$ cat src/rtl/hazard_stall_unit_pkg.sv
// Shared decode-interlock definitions: FSM encoding and register-index constants.
// REG_W is also consumed by the EX-stage forwarding unit.
package hazard_stall_unit_pkg;

    localparam int REG_W = 5;
    localparam logic [REG_W-1:0] REG_ZERO = 5'd0;

    typedef enum logic [1:0] {
        RUN      = 2'd0,
        LU_STALL = 2'd1,
        MEM_WAIT = 2'd2
    } hsu_state_e;

endpackage

$ cat src/rtl/hazard_stall_unit_sat_counter.sv
// Saturating up-counter with synchronous active-low clear.
module sat_counter #(
    parameter int W = 16
) (
    input  logic         clk,
    input  logic         clr_n_i,
    input  logic         inc_i,
    output logic [W-1:0] cnt_o
);

    logic [W-1:0] cnt_q, cnt_d;

    always_comb begin
        cnt_d = cnt_q;
        if (inc_i && (cnt_q != {W{1'b1}}))
            cnt_d = cnt_q + W'(1);
    end

    always_ff @(posedge clk) begin
        if (!clr_n_i) cnt_q <= '0;
        else          cnt_q <= cnt_d;
    end

    assign cnt_o = cnt_q;

endmodule

$ cat src/rtl/hazard_stall_unit.sv
// Decode-stage interlock: load-use stalls, taken-branch flushes and data-memory waits.
// Priority each cycle is memory wait, then taken branch, then load-use.
module hazard_stall_unit
    import hazard_stall_unit_pkg::*;
#(
    parameter int MEM_WAIT_MAX = 16,
    parameter int CNT_W        = 16
) (
    input  logic             clk,
    input  logic             rst_n,
    input  logic             mem_read_dx,
    input  logic [REG_W-1:0] rd_register_dx,
    input  logic [REG_W-1:0] rs_register_fd,
    input  logic [REG_W-1:0] rt_register_fd,
    input  logic             uses_rt_fd,
    input  logic             branch_taken_dx,
    input  logic             dmem_req_xm,
    input  logic             dmem_ready,
    output logic             pc_write,
    output logic             fd_write,
    output logic             fd_flush,
    output logic             dx_bubble,
    output logic             pipe_freeze,
    output logic             mem_timeout,
    output logic [CNT_W-1:0] stall_cycles,
    output logic [CNT_W-1:0] flush_count
);

    localparam int WC_W = $clog2(MEM_WAIT_MAX + 1);
    localparam logic [WC_W-1:0] WC_MAX = WC_W'(MEM_WAIT_MAX);

    hsu_state_e      state_q, state_d;
    logic [WC_W-1:0] wait_cnt_q, wait_cnt_d;
    logic            timeout_q, timeout_d;
    logic            lu, mw;

    assign lu = mem_read_dx && (rd_register_dx != REG_ZERO) &&
                ((rd_register_dx == rs_register_fd) ||
                 (uses_rt_fd && (rd_register_dx == rt_register_fd)));
    assign mw = dmem_req_xm && !dmem_ready;

    // MEM_WAIT release and LU_STALL fall through to RUN handling; only LU_STALL masks lu
    // so the bubble already sitting in ID/EX is not doubled.
    always_comb begin
        pc_write    = 1'b1;
        fd_write    = 1'b1;
        fd_flush    = 1'b0;
        dx_bubble   = 1'b0;
        pipe_freeze = 1'b0;
        state_d     = RUN;
        wait_cnt_d  = '0;
        timeout_d   = timeout_q;
        if (mw) begin
            pipe_freeze = 1'b1;
            pc_write    = 1'b0;
            fd_write    = 1'b0;
            state_d     = MEM_WAIT;
            if (state_q == MEM_WAIT)
                wait_cnt_d = (wait_cnt_q >= WC_MAX) ? WC_MAX : wait_cnt_q + WC_W'(1);
            else
                wait_cnt_d = WC_W'(1);
            // Flag lands at the edge closing the MEM_WAIT_MAX-th consecutive wait cycle.
            if (wait_cnt_d >= WC_MAX)
                timeout_d = 1'b1;
        end else if (branch_taken_dx) begin
            fd_flush  = 1'b1;
            dx_bubble = 1'b1;
        end else if (lu && (state_q != LU_STALL)) begin
            pc_write  = 1'b0;
            fd_write  = 1'b0;
            dx_bubble = 1'b1;
            state_d   = LU_STALL;
        end
    end

    always_ff @(posedge clk) begin
        if (!rst_n) begin
            state_q    <= RUN;
            wait_cnt_q <= '0;
            timeout_q  <= 1'b0;
        end else begin
            state_q    <= state_d;
            wait_cnt_q <= wait_cnt_d;
            timeout_q  <= timeout_d;
        end
    end

    assign mem_timeout = timeout_q;

    sat_counter #(.W(CNT_W)) u_stall_cnt (
        .clk     (clk),
        .clr_n_i (rst_n),
        .inc_i   (!pc_write),
        .cnt_o   (stall_cycles)
    );

    sat_counter #(.W(CNT_W)) u_flush_cnt (
        .clk     (clk),
        .clr_n_i (rst_n),
        .inc_i   (fd_flush),
        .cnt_o   (flush_count)
    );

endmodule

$ cat config.mk
export PLATFORM = sky130hd
export DESIGN_NAME = hazard_stall_unit
export DESIGN_NICKNAME = d
export VERILOG_FILES = /design/src/rtl/hazard_stall_unit_pkg.sv /design/src/rtl/hazard_stall_unit_sat_counter.sv /design/src/rtl/hazard_stall_unit.sv
export SDC_FILE = /design/constraint.sdc
export NUM_CORES = 1
export LEC_CHECK = 0
export CAP_MARGIN = 20
export CELL_PAD_IN_SITES_DETAIL_PLACEMENT = 1
export CELL_PAD_IN_SITES_GLOBAL_PLACEMENT = 1
export CORE_ASPECT_RATIO = 1.4
export CORE_MARGIN = 2
export CORE_UTILIZATION = 34
export CTS_BUF_LIST = sky130_fd_sc_hd__clkbuf_8 sky130_fd_sc_hd__clkbuf_16
export CTS_CLUSTER_DIAMETER = 200
export DETAILED_ROUTE_END_ITERATION = 6
export PLACE_DENSITY = 0.89
export SLEW_MARGIN = 20
export SYNTH_ARGS = -nofsm -noshare
export SYNTH_HDL_FRONTEND = slang
export SYNTH_SLANG_ARGS = --single-unit
$ cat constraint.sdc
create_clock -name clk -period 3.2 [get_ports clk]
set_input_delay 0.96 -clock clk [delete_from_list [all_inputs] [get_ports clk]]
set_output_delay 0.96 -clock clk [all_outputs]
set_load 0.05 [all_outputs]
======== After elaboration in Yosys (flattened, before gate mapping) ========
Index checks and enable logic that the tools add are counted.
storage, ports and cells
  bits in registers ....................... 40
  input port bits ......................... 22
  output and inout port bits .............. 38
cells by class
  add/sub/neg operators ................... 3
  $lt $le $gt $ge ......................... 2
  equality and inequality tests ........... 6
  multiplexer cells ....................... 15
  bitwise logic cells ..................... 1
  reductions and logical operators ........ 14
operators with widths
  kind                                                   number
  adder 16 x 1 -> 16 bit, second input constant          2
  inequality test 16 bit, second input constant          2
  2-to-1 mux 5 bit                                       3
  2-to-1 mux 1 bit                                       11
  == test 5 bit                                          2
  >= comparator 5 bit, second input constant             2
  logical AND 1 bit                                      7
  adder 5 x 1 -> 5 bit, second input constant            1
  nonzero test 5 bit                                     1
  AND reduction 2 bit                                    2
  OR reduction 3 bit                                     1
  == test 2 bit, second input constant                   1
  logical NOT 1 bit                                      2
  2-to-1 mux 2 bit                                       1
  inequality test 2 x 1 -> 1 bit, second input constant  1
  logical OR 1 bit                                       1
  inverter 1 bit                                         1

======== Longest topological paths before layout ========
Gate-level depths: netlist of run 1.
  word-level depth ........................ 10
  depth in mapped cells ................... 8
  depth with buffers taken out ............ 7

======== Modules after synthesis ========
A second synthesis of run 1 with hierarchy kept.
second synthesis, totals
  cells, all modules ...................... 247
  area total of the unflattened synthesis .. 2162.1 µm²
by module, submodules not included
  module             instances  cells an instance  area an instance (µm²)
  sat_counter        2          97                 837.1
  hazard_stall_unit  1          53                 488.0

======== Least setup slack after synthesis of run 1 ========
No wires, ideal clock.
  path kind ............................... input to output
  start point ............................. in rd_register_dx[3]
  end point ............................... out dx_bubble
  arrival ................................. 2.336 ns
  path slack .............................. -0.096 ns
  cell stages on the path ................. 6
  path buffers ............................ 0
  cell sequence ........................... xor2_1 -> nor4_2 -> a32oi_1 -> nor2_1 -> nor2_1 -> nor2_1
between the ends
  word-level cells in the longest chain between the ends .. 8
  elaborated cells between the ends (all ways) .. 11
ends and longest elaborated chain
  what                 RTL line                 source
  start: declaration   hazard_stall_unit.sv:12  input logic [REG_W-1:0] rd_register_dx,
  == test 5 bit        hazard_stall_unit.sv:39  (uses_rt_fd && (rd_register_dx == rt_register_fd)));
  logical AND 1 bit    hazard_stall_unit.sv:39
  logical OR 1 bit     hazard_stall_unit.sv:38  ((rd_register_dx == rs_register_fd) ||
  logical AND 1 bit *  hazard_stall_unit.sv:37  assign lu = mem_read_dx && (rd_register_dx != REG_ZERO) &&
  logical AND 1 bit *  hazard_stall_unit.sv:68  end else if (lu && (state_q != LU_STALL)) begin
  2-to-1 mux 1 bit *   hazard_stall_unit.sv:68
  2-to-1 mux 1 bit *   hazard_stall_unit.sv:65  end else if (branch_taken_dx) begin
  2-to-1 mux 1 bit *   hazard_stall_unit.sv:53  if (mw) begin
  end: declaration     hazard_stall_unit.sv:22  output logic dx_bubble,
Mark *: on every way between the ends. The rest lies on a longest branch, timed or not.

======== Final worst setup path of run 1 ========
  start point ............................. in rd_register_dx[3]
  end point ............................... out fd_write
between the ends
  word-level cells in the longest chain between the ends .. 8
  elaborated cells between the ends (all ways) .. 11
ends and longest elaborated chain
  what                 RTL line                 source
  == test 5 bit        hazard_stall_unit.sv:39
  logical AND 1 bit    hazard_stall_unit.sv:39
  logical OR 1 bit     hazard_stall_unit.sv:38
  logical AND 1 bit *  hazard_stall_unit.sv:37
  logical AND 1 bit *  hazard_stall_unit.sv:68
  2-to-1 mux 1 bit *   hazard_stall_unit.sv:68
  2-to-1 mux 1 bit *   hazard_stall_unit.sv:65
  2-to-1 mux 1 bit *   hazard_stall_unit.sv:53
  end: declaration     hazard_stall_unit.sv:20  output logic fd_write,
Marks and branches as above.

==> impl_metrics.ini, run 1 <==
[synthesis]
synth.top_cell.area_share = 0.394
seq_area_frac_synth = 0.394
synth_cells = 231
syn_area_mm2 = 0.00203
avgSynthCellArea_um2 = 8.79
yosys-top-cells-area = dfxtp_1 39%, xor2_1 6.5%, xnor2_1 5.2%, mux2i_1 3.9%, nand3_1 3.9%
ys_seq_elements = 40
synthArstFlopShare = 0
synth_fp_nets = 257
synth_cell_types = 38
synth_top_flop_cell = dfxtp_1
synth_enable_flop_cells = 0
yosysTopAreaCell = dfxtp_1
yosys_warnings = 0

[timing]
finalSetupViolCount = 3
fin_ws_ns = -0.0838
relSlewSlack = 0.639
hold_viol_final = 0
period_needed_ns = 3.28
clock_skew_ns = 0.00610
worst_slew_pin_slew_ns = 0.540
min_period_over_period = 1.03
drv_slew = 0
rsz0062_at_grt = true
max_freq_mhz = 305

[critical_path]
path_class = input port to output port
cp_num_buf_inv = 2
worstPathCellList = buf_2, or4_4, o221ai_4, o31a_1, buf_12
end_kind = output port
cp_top_family = compound AO/OA/AOI/OAI gates
crit_slowest_cell = or4_4
critical_path_required_ns = 2.24
max_stage_delay_ns = 0.50
critPathMaxFanout = 3
cp.arrival_ns = 2.32
cp-start-kind = input port

[power_and_ir_drop]
max-vdd-ir-drop_v = 0.000194
p_total_mw = 1.16
cellLeakagePower_nw = 1.11
power_density_mw_per_mm2 = 385

[placed_design]
dp_hpwl_um = 4110
gp_congestion = 0.749
io_buffers = 59

[route]
ant_nets = 0
first_iter_violations = 84
wl_per_cell_um = 15.7
remaining_drc_errors = 0
dr.pass1.iters = 4
vias = 1969
vias_per_cell = 5.25
wl_um = 5880

[floorplanning]
initial_core_util = 0.349
die_w_um = 69.3
die_area_mm2 = 0.00662
fp-row-count = 33
die_h_um = 95.4
core_mm2 = 0.00582
io_pins = 60

[clocking]
cts_buffer_depth = 2
cts_tree = done
clk_pin_slew_ns = 0.08
clock_sinks = 40
cts_max_level = 2
cts_root_buf = clkbuf_8
cts_inserted_buffers = 5
hold_buffers = 0
insertion_delay_ns = 0.29

[global_route]
grt_use_total = 0.183
grt_pass1_wl_um = 9690
grt_max_degree = 23
grt_pass1_vias = 1985
antenna_found_initial = 0
grt_overflow = 0

[status]
outcome = complete, but fails checks
violations = setup timing

[flow_run]
drv_cap = 0

[finish]
drive_above_1_share = 0.174
n_antenna_cell = 0
post-route-util = 0.516
nets = 331
area_growth_pct = 48.0

[min_path]
hp-class = flip-flop to flip-flop
==> power by group <==
part	internal, mW	switching, mW
clock network	0.307	0.178
logic	0.0745	0.0872
registers	0.503	0.00872
==> layout make-up <==
type	instances	area [um^2]
Timing Repair Buffer	76	744
Multi-Input combinational cell	172	1210
Fill cell	676	2820
Sequential cell	40	801
Inverter	10	37.5
Clock buffer	5	68.8
Tap cell	70	87.6
Clock inverter	2	60.1
==> layout by cell type, fill, tap and decap left out, types with 6 or more instances in the layout <==
cell type / instances
xnor2_1: 11
a21oi_1: 9
dfxtp_1: 40
xor2_1: 13
nand2b_1: 8
nand3_1: 16
nand4_1: 6
nor2_1: 18
mux2i_1: 8
buf_4: 15
nor3_1: 6
nand2_1: 15
clkdlybuf4s50_1: 39
inv_1: 10
==> flip-flops by register name, summed over array words and instances, names as in the netlist <==
register	cells
u_flush_cnt.cnt_o	16
u_stall_cnt.cnt_o	16
wait_cnt_q	5
state_q	2
mem_timeout	1
==> synthesized netlist by cell type (all sizes together), types with 7 or more instances <==
cell,instances
a21oi,9
dfxtp,40
inv,10
mux2i,8
nand2,15
nand2b,8
nand3,16
nor2,21
nor3,7
xnor2,12
xor2,15
==> worst reg2reg max path: cells and delay by family, from the launching register on <==
family	cells	cell delay, ns
AND/OR/NAND/NOR	3	0.75
AO/OA/AOI/OAI	3	0.74
flip-flops	1	0.39
buffers and inverters	2	0.30
==> routing by layer <==
metal	up-vias	wire, um	track usage	part of all wire
li1	956	-	-	-
met1	963	2450	0.202	0.42
met2	46	3170	0.354	0.54
met3	4	190	0.0285	0.032
met4	0	72	0.0637	0.012
met5	-	0	0	0
==> path summary, 6_finish.rpt <==
kind,from,slack (ns),depth (start not counted),end
setup reg to reg,u_stall_cnt.cnt_o[6],0.95,8,u_stall_cnt.cnt_o[2]
hold / removal,mem_timeout,0.46,1,mem_timeout
setup / recovery,rd_register_dx[3],-0.08,5,fd_write
hold reg to reg,mem_timeout,0.46,1,mem_timeout
==> per-stage QoR <==
stage,TNS (ns),instance area (um^2),cells,setup slack [ns],hold WS (ns)
finish,-0.168,3010,375,-0.0838,0.460
global route,-0.359,3010,375,-0.130,0.492
CTS,-0.407,2990,375,-0.161,0.465
detailed placement,-2.95,2820,366,-0.531,0.447
global placement,-2.01,2820,366,-0.482,0.441
floorplan,0,2040,231,0.0259,0.452
==> repair_timing <==
action | CTS | global route
setup endpoints to repair | 3 | 3
pin swaps | 13 | 7
resized for setup | 37 | 14
setup buffers | 2 | 0
==> cell families (layout without fill, tap and decap cells) <==
| group | Yosys count | after routing | synth area share |
|---|---|---|---|
| adders and majority gates | 4 | 4 | 0.0246 |
| buffers and inverters | 19 | 93 | 0.0431 |
| DFF | 40 | 40 | 0.394 |
| AOI/OAI and AO/OA | 27 | 27 | 0.0881 |
| and+or+nand+nor | 106 | 106 | 0.294 |
| muxes | 8 | 8 | 0.0394 |
| xor gates and xnor gates | 27 | 27 | 0.116 |
(Power assumes the default switching activity.)
==> inputs of run 2 (changes only) <==
- CORE_ASPECT_RATIO: 1.4 -> 1.75
- clock period: 3.2 -> 3.15 ns (I/O delays scaled with it)
==> run 2 against run 1 <==
Against the previous run:
- the run still ends with setup timing left
- first-iteration DRC count down 36%
- design area up 0.54%
- largest power group unchanged
- power down 10%
- final cell count up 2.4%
==> impl_metrics.ini, run 2 (synthesis results as in run 1) <==
[route]
wl_met1_um = 2170
wl_met3_um = 186
wl_per_cell_um = 16.8
vias_per_cell = 5.19
remaining_drc_errors = 0
dr.pass1.iters = 4
maxUsedRoutingLayer = met4
ant_nets = 0
route.met2.wl_um = 3970
wl_um = 6460
vias = 1994
first_iter_violations = 54

[placed_design]
gp_congestion = 0.749
place_ws_ns = -0.634
dp_hpwl_um = 4680
io_buffers = 59

[global_route]
grt_pass1_vias = 2202
grt_overflow = 0
antenna_found_initial = 0
grt_max_degree = 23
grt_use_total = 0.196
grt_pass1_wl_um = 10600

[critical_path]
cp-start-kind = input port
path_class = input port to output port
max_stage_delay_ns = 0.37
critPathMaxFanout = 3
cp_top_family = compound AO/OA/AOI/OAI gates
end_kind = output port
critical_path_required_ns = 2.20
worstPathCellList = buf_6, xor2_4, nor4_4, a32oi_2, o31a_1, buf_12
crit_slowest_cell = o31a_1
cp_num_buf_inv = 2
cp.arrival_ns = 2.31

[flow_run]
drv_cap = 0

[floorplanning]
fp-row-count = 37
io_pins = 60
initial_core_util = 0.348
die_area_mm2 = 0.00663
core_mm2 = 0.00583
die_w_um = 62.4
die_h_um = 106

[power_and_ir_drop]
p_total_mw = 1.04
power_density_mw_per_mm2 = 344
cellLeakagePower_nw = 1.11
max-vdd-ir-drop_v = 0.000251

[finish]
final_common_cell = dfxtp_1
post-route-util = 0.518
area_growth_pct = 48.8
n_antenna_cell = 0
layout_common_cells = 40 x dfxtp_1, 39 x clkdlybuf4s50_1, 20 x nor2_1
nFillCells = 701
drive_above_1_share = 0.176
nets = 331

[timing]
min_period_over_period = 1.03
rsz0062_at_grt = true
hold_viol_final = 0
setup_tns_ns = -0.246
clock_skew_ns = 0.00462
drv_slew = 0
finalSetupViolCount = 3
max_freq_mhz = 307
period_needed_ns = 3.26
fin_ws_ns = -0.107
relSlewSlack = 0.642
worst_slew_pin_slew_ns = 0.535

[status]
outcome = complete, but fails checks
violations = setup timing

[clocking]
cts_tree = done
clock_sinks = 40
cts_max_level = 2
hold_buffers = 0
cts_buffer_depth = 2
insertion_delay_ns = 0.29
cts_inserted_buffers = 5
cts_root_buf = clkbuf_8
clk_pin_slew_ns = 0.07

[min_path]
hp-class = flip-flop to flip-flop
==> run 2: changes by cell type in the layout (fill, tap and decap cells not counted), sizes merged <==
cell	delta
bufinv	-2
clkdlybuf4s15	-1
buf	+2
inv	+2
==> run 2: power by group <==
part | internal, mW | leakage (nW) | switching (mW) | total (mW)
Sequential | 0.511 | 0.323 | 0.00946 | 0.520
Combinational | 0.0784 | 0.735 | 0.0968 | 0.175
Clock | 0.172 | 0.0538 | 0.171 | 0.343
==> run 2: worst register-to-register path: cells and delay by family (launching register included) <==
family,cells,cell delay (ns)
compound gates,2,0.58
buf+inv,1,0.16
mux,1,0.23
flops,1,0.38
simple gates,3,0.84
==> run 2: final timing paths <==
path,from,to,slack [ns],cells past startpoint
max,rt_register_fd[3],pc_write,-0.11,6
min,mem_timeout,mem_timeout,0.48,1
max reg2reg,u_stall_cnt.cnt_o[6],u_stall_cnt.cnt_o[13],0.91,7
min reg2reg,mem_timeout,mem_timeout,0.48,1
==> run 2: layer usage <==
| layer | track usage | vias to the layer above |
|---|---|---|
| met5 | 0 | - |
| met3 | 0.0296 | 8 |
| li1 | - | 958 |
| met4 | 0.0651 | 0 |
| met2 | 0.406 | 41 |
| met1 | 0.191 | 987 |
==> run 2: timing repair <==
item,4_1_cts,5_1_grt
setup endpoints to repair,6,3
setup buffers,3,0
pin swaps,14,7
resized for setup,40,21
gates cloned,0,0
==> run 2: through the flow <==
step | cell area (um^2) | hold slack (ns) | cells
6_report | 3020 | 0.475 | 384
3_3_place_gp | 2830 | 0.436 | 373
2_1_floorplan | 2040 | 0.452 | 231
4_1_cts | 2970 | 0.481 | 384
3_5_place_dp | 2830 | 0.464 | 373
5_1_grt | 3020 | 0.500 | 384
==> run 2: layout make-up <==
cell class | count | area (um^2) | area share
Timing Repair Buffer | 76 | 752 | 0.249
Multi-Input combinational cell | 172 | 1240 | 0.412
Sequential cell | 40 | 801 | 0.265
Clock inverter | 2 | 7.51 | 0.00248
Clock buffer | 6 | 82.6 | 0.0273
Inverter | 10 | 37.5 | 0.0124
Tap cell | 78 | 97.6 | 0.0323
==> RTL change 1 (settings of run 1) <==
Register the output `flush_count`; this adds one clock of latency there. The other outputs are not delayed to match.
--- a/src/rtl/hazard_stall_unit.sv
+++ b/src/rtl/hazard_stall_unit.sv
@@ -28,6 +28,8 @@
 
     localparam int WC_W = $clog2(MEM_WAIT_MAX + 1);
     localparam logic [WC_W-1:0] WC_MAX = WC_W'(MEM_WAIT_MAX);
+
+    logic [CNT_W-1:0] flush_count_d;
 
     hsu_state_e      state_q, state_d;
     logic [WC_W-1:0] wait_cnt_q, wait_cnt_d;
@@ -98,8 +100,12 @@
         .clk     (clk),
         .clr_n_i (rst_n),
         .inc_i   (fd_flush),
-        .cnt_o   (flush_count)
+        .cnt_o   (flush_count_d)
     );
+
+    always_ff @(posedge clk) begin
+        flush_count <= flush_count_d;
+    end
 
 endmodule
 
Check against the original RTL: not equivalent (a bounded check fails within 4 cycles, from zero or initial values and one cycle with rst_n low).
==> RTL change 1 against run 1 <==
- synthesized area rose by 15%
- first-iteration DRC count fell by 26%
- worst hold slack got worse by 62 ps
- cell area rose by 9.2%
- die area rose by 15%
- routed wire length rose by 1.3%
- fmax rose by 5.0%
- setup slack improved by 160 ps
- sequential cell count rose by 16
- count of clock-buffer cells in the layout did not move
- total power rose by 23%
- sequential power rose by 40%
- non-clock buffer count fell by 6
- critical path type unchanged
==> RTL change 1: results (changes against run 1) <==
| Metric | Value |
|---|---|
| Run status | `completed` |
| Slew HR | `66.2% (+2.3 points)` |
| Clock transition at path regs | `100 ps (+20 ps)` |
| Placed Area | `0.00315 sq mm (+11%)` |
| Final #Nets | `343 (+3.6%)` |
| Pre-CTS WS | `-260 ps (+271 ps)` |
| Core ar. | `0.00661 sq mm (+14%)` |
| Reg-to-Reg End | `u_stall_cnt.cnt_o[4]` |
| Vias post-DR | `2042 (+3.7%)` |
| Syn Nets | `273 (+6.2%)` |
| GRT Overall Usage | `17.1% (-1.3 points)` |
| Leakage Power | `1.20 nW (+7.6%)` |
| Largest stage delay, worst path | `430 ps (-70 ps)` |
| Post-route clock period utilization | `97.8% (-4.8 points)` |
| Post-synthesis sequential area ratio | `47.8% (+8.4 points)` |
| Most instantiated cells after synthesis | `56 x dfxtp_1, 18 x xnor2_1, 17 x a21oi_1` |
| First-pass GRT wire length | `10000 microns (+3.6%)` |
| Dpl hpwl | `4520 microns (+10%)` |
| Top cells by area, synth | `dfxtp_1 48%, xnor2_1 6.7%, a21oi_1 3.6%` |
| Vias in the first global route | `2165 (+9.1%)` |
| Maximum VDD drop | `346 uV (+79%)` |
| Reg-to-reg setup timing slack | `1230 ps (+280 ps)` |
| Layout cells sized above 1 | `12.9% (-4.5 points)` |
| Clk_skew | `6.47 ps (+0.370 ps)` |
| Largest net degree at the start of global routing | `28 (+22%)` |
| R2r worst-path depth | `9 (+1)` |
| Number of DRC markers in iteration 0 | `62 (-26%)` |
| Netlist cell types | `44 (+16%)` |
| WP data arrival | `2170 ps (-150 ps)` |
| Launch point of the worst path | `branch_taken_dx` |
| Crit path max fanout | `5 (+2)` |
| Initial antenna violation count | `0 (unchanged)` |
| Slowest CP cell | `clkdlybuf4s50_1` |
| Dominant delay contributor by cell family on the critical path | `buffers and inverters` |
-- RTL change 1: cell count changes in the layout (fill, tap and decap cells not counted), moves of 6 or more --
cell,before,now
dlygate4sd2_1,5,11
or3_1,3,10
xnor2_1,11,17
a21oi_1,9,16
buf_4,15,9
dfxtp_1,40,56
nand4_1,6,12
-- RTL change 1: worst min path at each step --
stage	start	to	slack (ps)	cells after the start
floorplan	u_flush_cnt.cnt_o[5]	flush_count[5]	360	0
global route	u_flush_cnt.cnt_o[15]	flush_count[15]	410	0
CTS	u_flush_cnt.cnt_o[15]	flush_count[15]	400	0
detailed placement	u_flush_cnt.cnt_o[5]	flush_count[5]	380	0
finish	u_flush_cnt.cnt_o[15]	flush_count[15]	400	0
global placement	u_flush_cnt.cnt_o[5]	flush_count[5]	370	0
-- RTL change 1: kinds of logic (layout without fill, tap and decap cells) --
| family | after synthesis | in the layout | synth area share [%] |
|---|---|---|---|
| AO/OA/AOI/OAI | 44 | 44 | 12.0 |
| XOR/XNOR | 26 | 26 | 9.72 |
| adder cells (fa/ha/maj) | 4 | 4 | 2.14 |
| buffers and inverters | 14 | 85 | 3.20 |
| flip-flops | 56 | 56 | 47.8 |
| multiplexers | 3 | 3 | 1.28 |
| AND/OR/NAND/NOR | 100 | 100 | 23.8 |
-- RTL change 1: report_power, final --
group	internal (mW)	leakage, nW	switching, mW	total (mW)
clock network	0.315	0.0687	0.236	0.551
registers	0.704	0.452	0.00830	0.713
logic	0.0724	0.674	0.0850	0.157
total	1.09	1.20	0.330	1.42
-- RTL change 1: repair_timing --
item                       in CTS  in global routing
buffers inserted                0                  1
setup endpoints to repair       3                  3
pin swaps                      10                  5
hold buffers                    0                  0
resized for setup              21                  7
-- RTL change 1: per-stage QoR --
stage          power, mW  instances
2_1_floorplan      0.811        247
3_3_place_gp       0.886        401
3_5_place_dp       0.890        401
4_1_cts             1.44        409
5_1_grt             1.48        410
6_report            1.42        410
-- RTL change 1: final cells by class --
cell class	count	area (sq um)
Fill cell	770	3330
Multi-Input combinational cell	177	1180
Inverter	7	26.3
Sequential cell	56	1120
Clock inverter	3	68.8
Clock buffer	5	68.8
Timing Repair Buffer	70	706
Tap cell	92	115
-- RTL change 1: layer usage --
| layer | track usage (%) | share of wire, % | vias to the layer above |
|---|---|---|---|
| li1 | - | - | 1014 |
| met1 | 18.8 | 39 | 986 |
| met2 | 32.9 | 57 | 38 |
| met3 | 2.66 | 3.0 | 4 |
| met4 | 4.76 | 0.96 | 0 |
| met5 | 0 | 0 | - |
==> RTL change 2 (config.mk and constraints of run 1) <==
Made on the original files. The parameter `MEM_WAIT_MAX` goes from 16 to 32.
--- a/src/rtl/hazard_stall_unit.sv
+++ b/src/rtl/hazard_stall_unit.sv
@@ -3,7 +3,7 @@
 module hazard_stall_unit
     import hazard_stall_unit_pkg::*;
 #(
-    parameter int MEM_WAIT_MAX = 16,
+    parameter int MEM_WAIT_MAX = 32,
     parameter int CNT_W        = 16
 ) (
     input  logic             clk,
Behaviour: same outputs for any inputs over 10 cycles, from zero or initial values and one cycle with rst_n low; that may be too few to reach the edited logic, so the function may still have changed.
==> RTL change 2 against run 1 <==
- setup slack better by 130 ps
- total power shrank 11%
- register-to-register slack improved by 130 ps
- critical path depth is the same
- final cell count is 2.4% higher
- synthesized area grew 0.99%
- first-iteration DRC count is 1.2% lower
- sequential power grew 2%
- cell area decreased by 2.2%
- largest power group unchanged
- count of clock-buffer cells in the layout is 1 higher
- sequential cell count is 1 higher
- fmax rose by 4.0%
- routed wire length is 5.5% higher
- largest cell class unchanged
- clock power decreased by 29%
==> RTL change 2: results (changes against run 1) <==
| Metric | Value |
|---|---|
| Run status | `completed` |
| Clock buffers | `6 (+1)` |
| Reg-to-reg setup timing slack | `1080 ps (+130 ps)` |
| Vias in the first global route | `2100 (+5.8%)` |
| Final setup violation count | `0 (-3)` |
| Netlist cell types | `37 (-2.6%)` |
| EDFF count, synth | `0 (unchanged)` |
| Resized Gates After CTS | `20 (-46%)` |
| Sequential share of cell area | `27.9% (+1.3 points)` |
| Vias per inst | `5.24 (-0.21%)` |
| Final Power | `1.03 mW (-11%)` |
| Maximum VDD drop | `207 uV (+6.9%)` |
| Dpl hpwl | `4720 microns (+15%)` |
| Sw Share | `26.5% (+2.9 points)` |
| Synth Area in Compound Gates | `13.7% (+4.9 points)` |
| Avg Inst Size Synth | `8.44 sq um (-4.0%)` |
| Clk_skew | `3.11 ps (-2.99 ps)` |
| Largest net degree at the start of global routing | `33 (+43%)` |
| CTS root buffer | `clkbuf_8` |
| CTS Sinks | `41 (+2.5%)` |
| Slew HR | `54.6% (-9.3 points)` |
| Reg2Reg Launch Point | `u_flush_cnt.cnt_o[0]` |
| Final #Nets | `340 (+2.7%)` |
| R2r worst-path depth | `7 (-1)` |
| Multi-input combinational cell count | `183 (+6.4%)` |
| Pre-CTS WS | `-354 ps (+177 ps)` |
| Syn Nets | `269 (+4.7%)` |
| GRT Overall Usage | `18.6% (+0.30 points)` |
| Non-CTS buffers | `70 (-7.9%)` |
| WP data arrival | `2200 ps (-120 ps)` |
| Layout cells sized above 1 | `12.4% (-5.0 points)` |
| Top cells by area, synth | `dfxtp_1 40%, xnor2_1 8.5%, nor2_1 4.4%` |
| Synth Area in XOR/XNOR | `12.0% (+0.31 points)` |
| Placed Instances | `376 (+2.7%)` |
| Signal buf overhead | `23.8% (-0.93 points)` |
| Largest stage delay, worst path | `460 ps (-40 ps)` |
| Number of fillers in the final layout | `729 (+7.8%)` |
| Reg-to-Reg End | `u_flush_cnt.cnt_o[3]` |
| Number of DRC markers in iteration 0 | `83 (-1.2%)` |
| Slowest CP cell | `clkdlybuf4s50_1` |
| Routed wire per std cell | `16.2 microns (+3.0%)` |
| Multiplexer area fraction after synthesis | `1.46% (-2.5 points)` |
| First-pass GRT wire length | `9870 microns (+1.8%)` |
| Inverters, non-clock | `13 (+3)` |
| Leakage Power | `1.05 nW (-5.6%)` |
| Post-synthesis sequential area ratio | `40.0% (+0.59 points)` |
| Routed WL | `6210 microns (+5.5%)` |
[RTL change 2: per-stage QoR]
step	hold slack [ps]	instance area, sq um
floorplan	468	2060
global placement	441	2830
detailed placement	447	2830
CTS	470	2920
global route	488	2940
finish	465	2940
[RTL change 2: how the worst max path moves through the flow]
stage	from	depth (start not counted)	end	slack, ps
after floorplan	rd_register_dx[1]	4	pc_write	2
after global placement	rd_register_dx[1]	6	fd_write	-190
after detailed placement	rd_register_dx[0]	7	dx_bubble	-350
after CTS	rd_register_dx[4]	7	dx_bubble	8
after global routing	rd_register_dx[1]	6	fd_write	0.6
final	branch_taken_dx	5	fd_write	40
[RTL change 2: metal layers]
metal / GRT usage (%) / vias up / part of all wire [%]
li1: - / 989 / -
met1: 19.4 / 967 / 39
met2: 36.0 / 42 / 55
met3: 3.98 / 14 / 3.6
met4: 8.33 / 0 / 2.7
met5: 0 / - / 0
[RTL change 2: worst max-delay path, delay by kind of cell]
family	cells	cell delay, ps
compound gates	2	420
buf+inv	2	630
simple gates	1	180
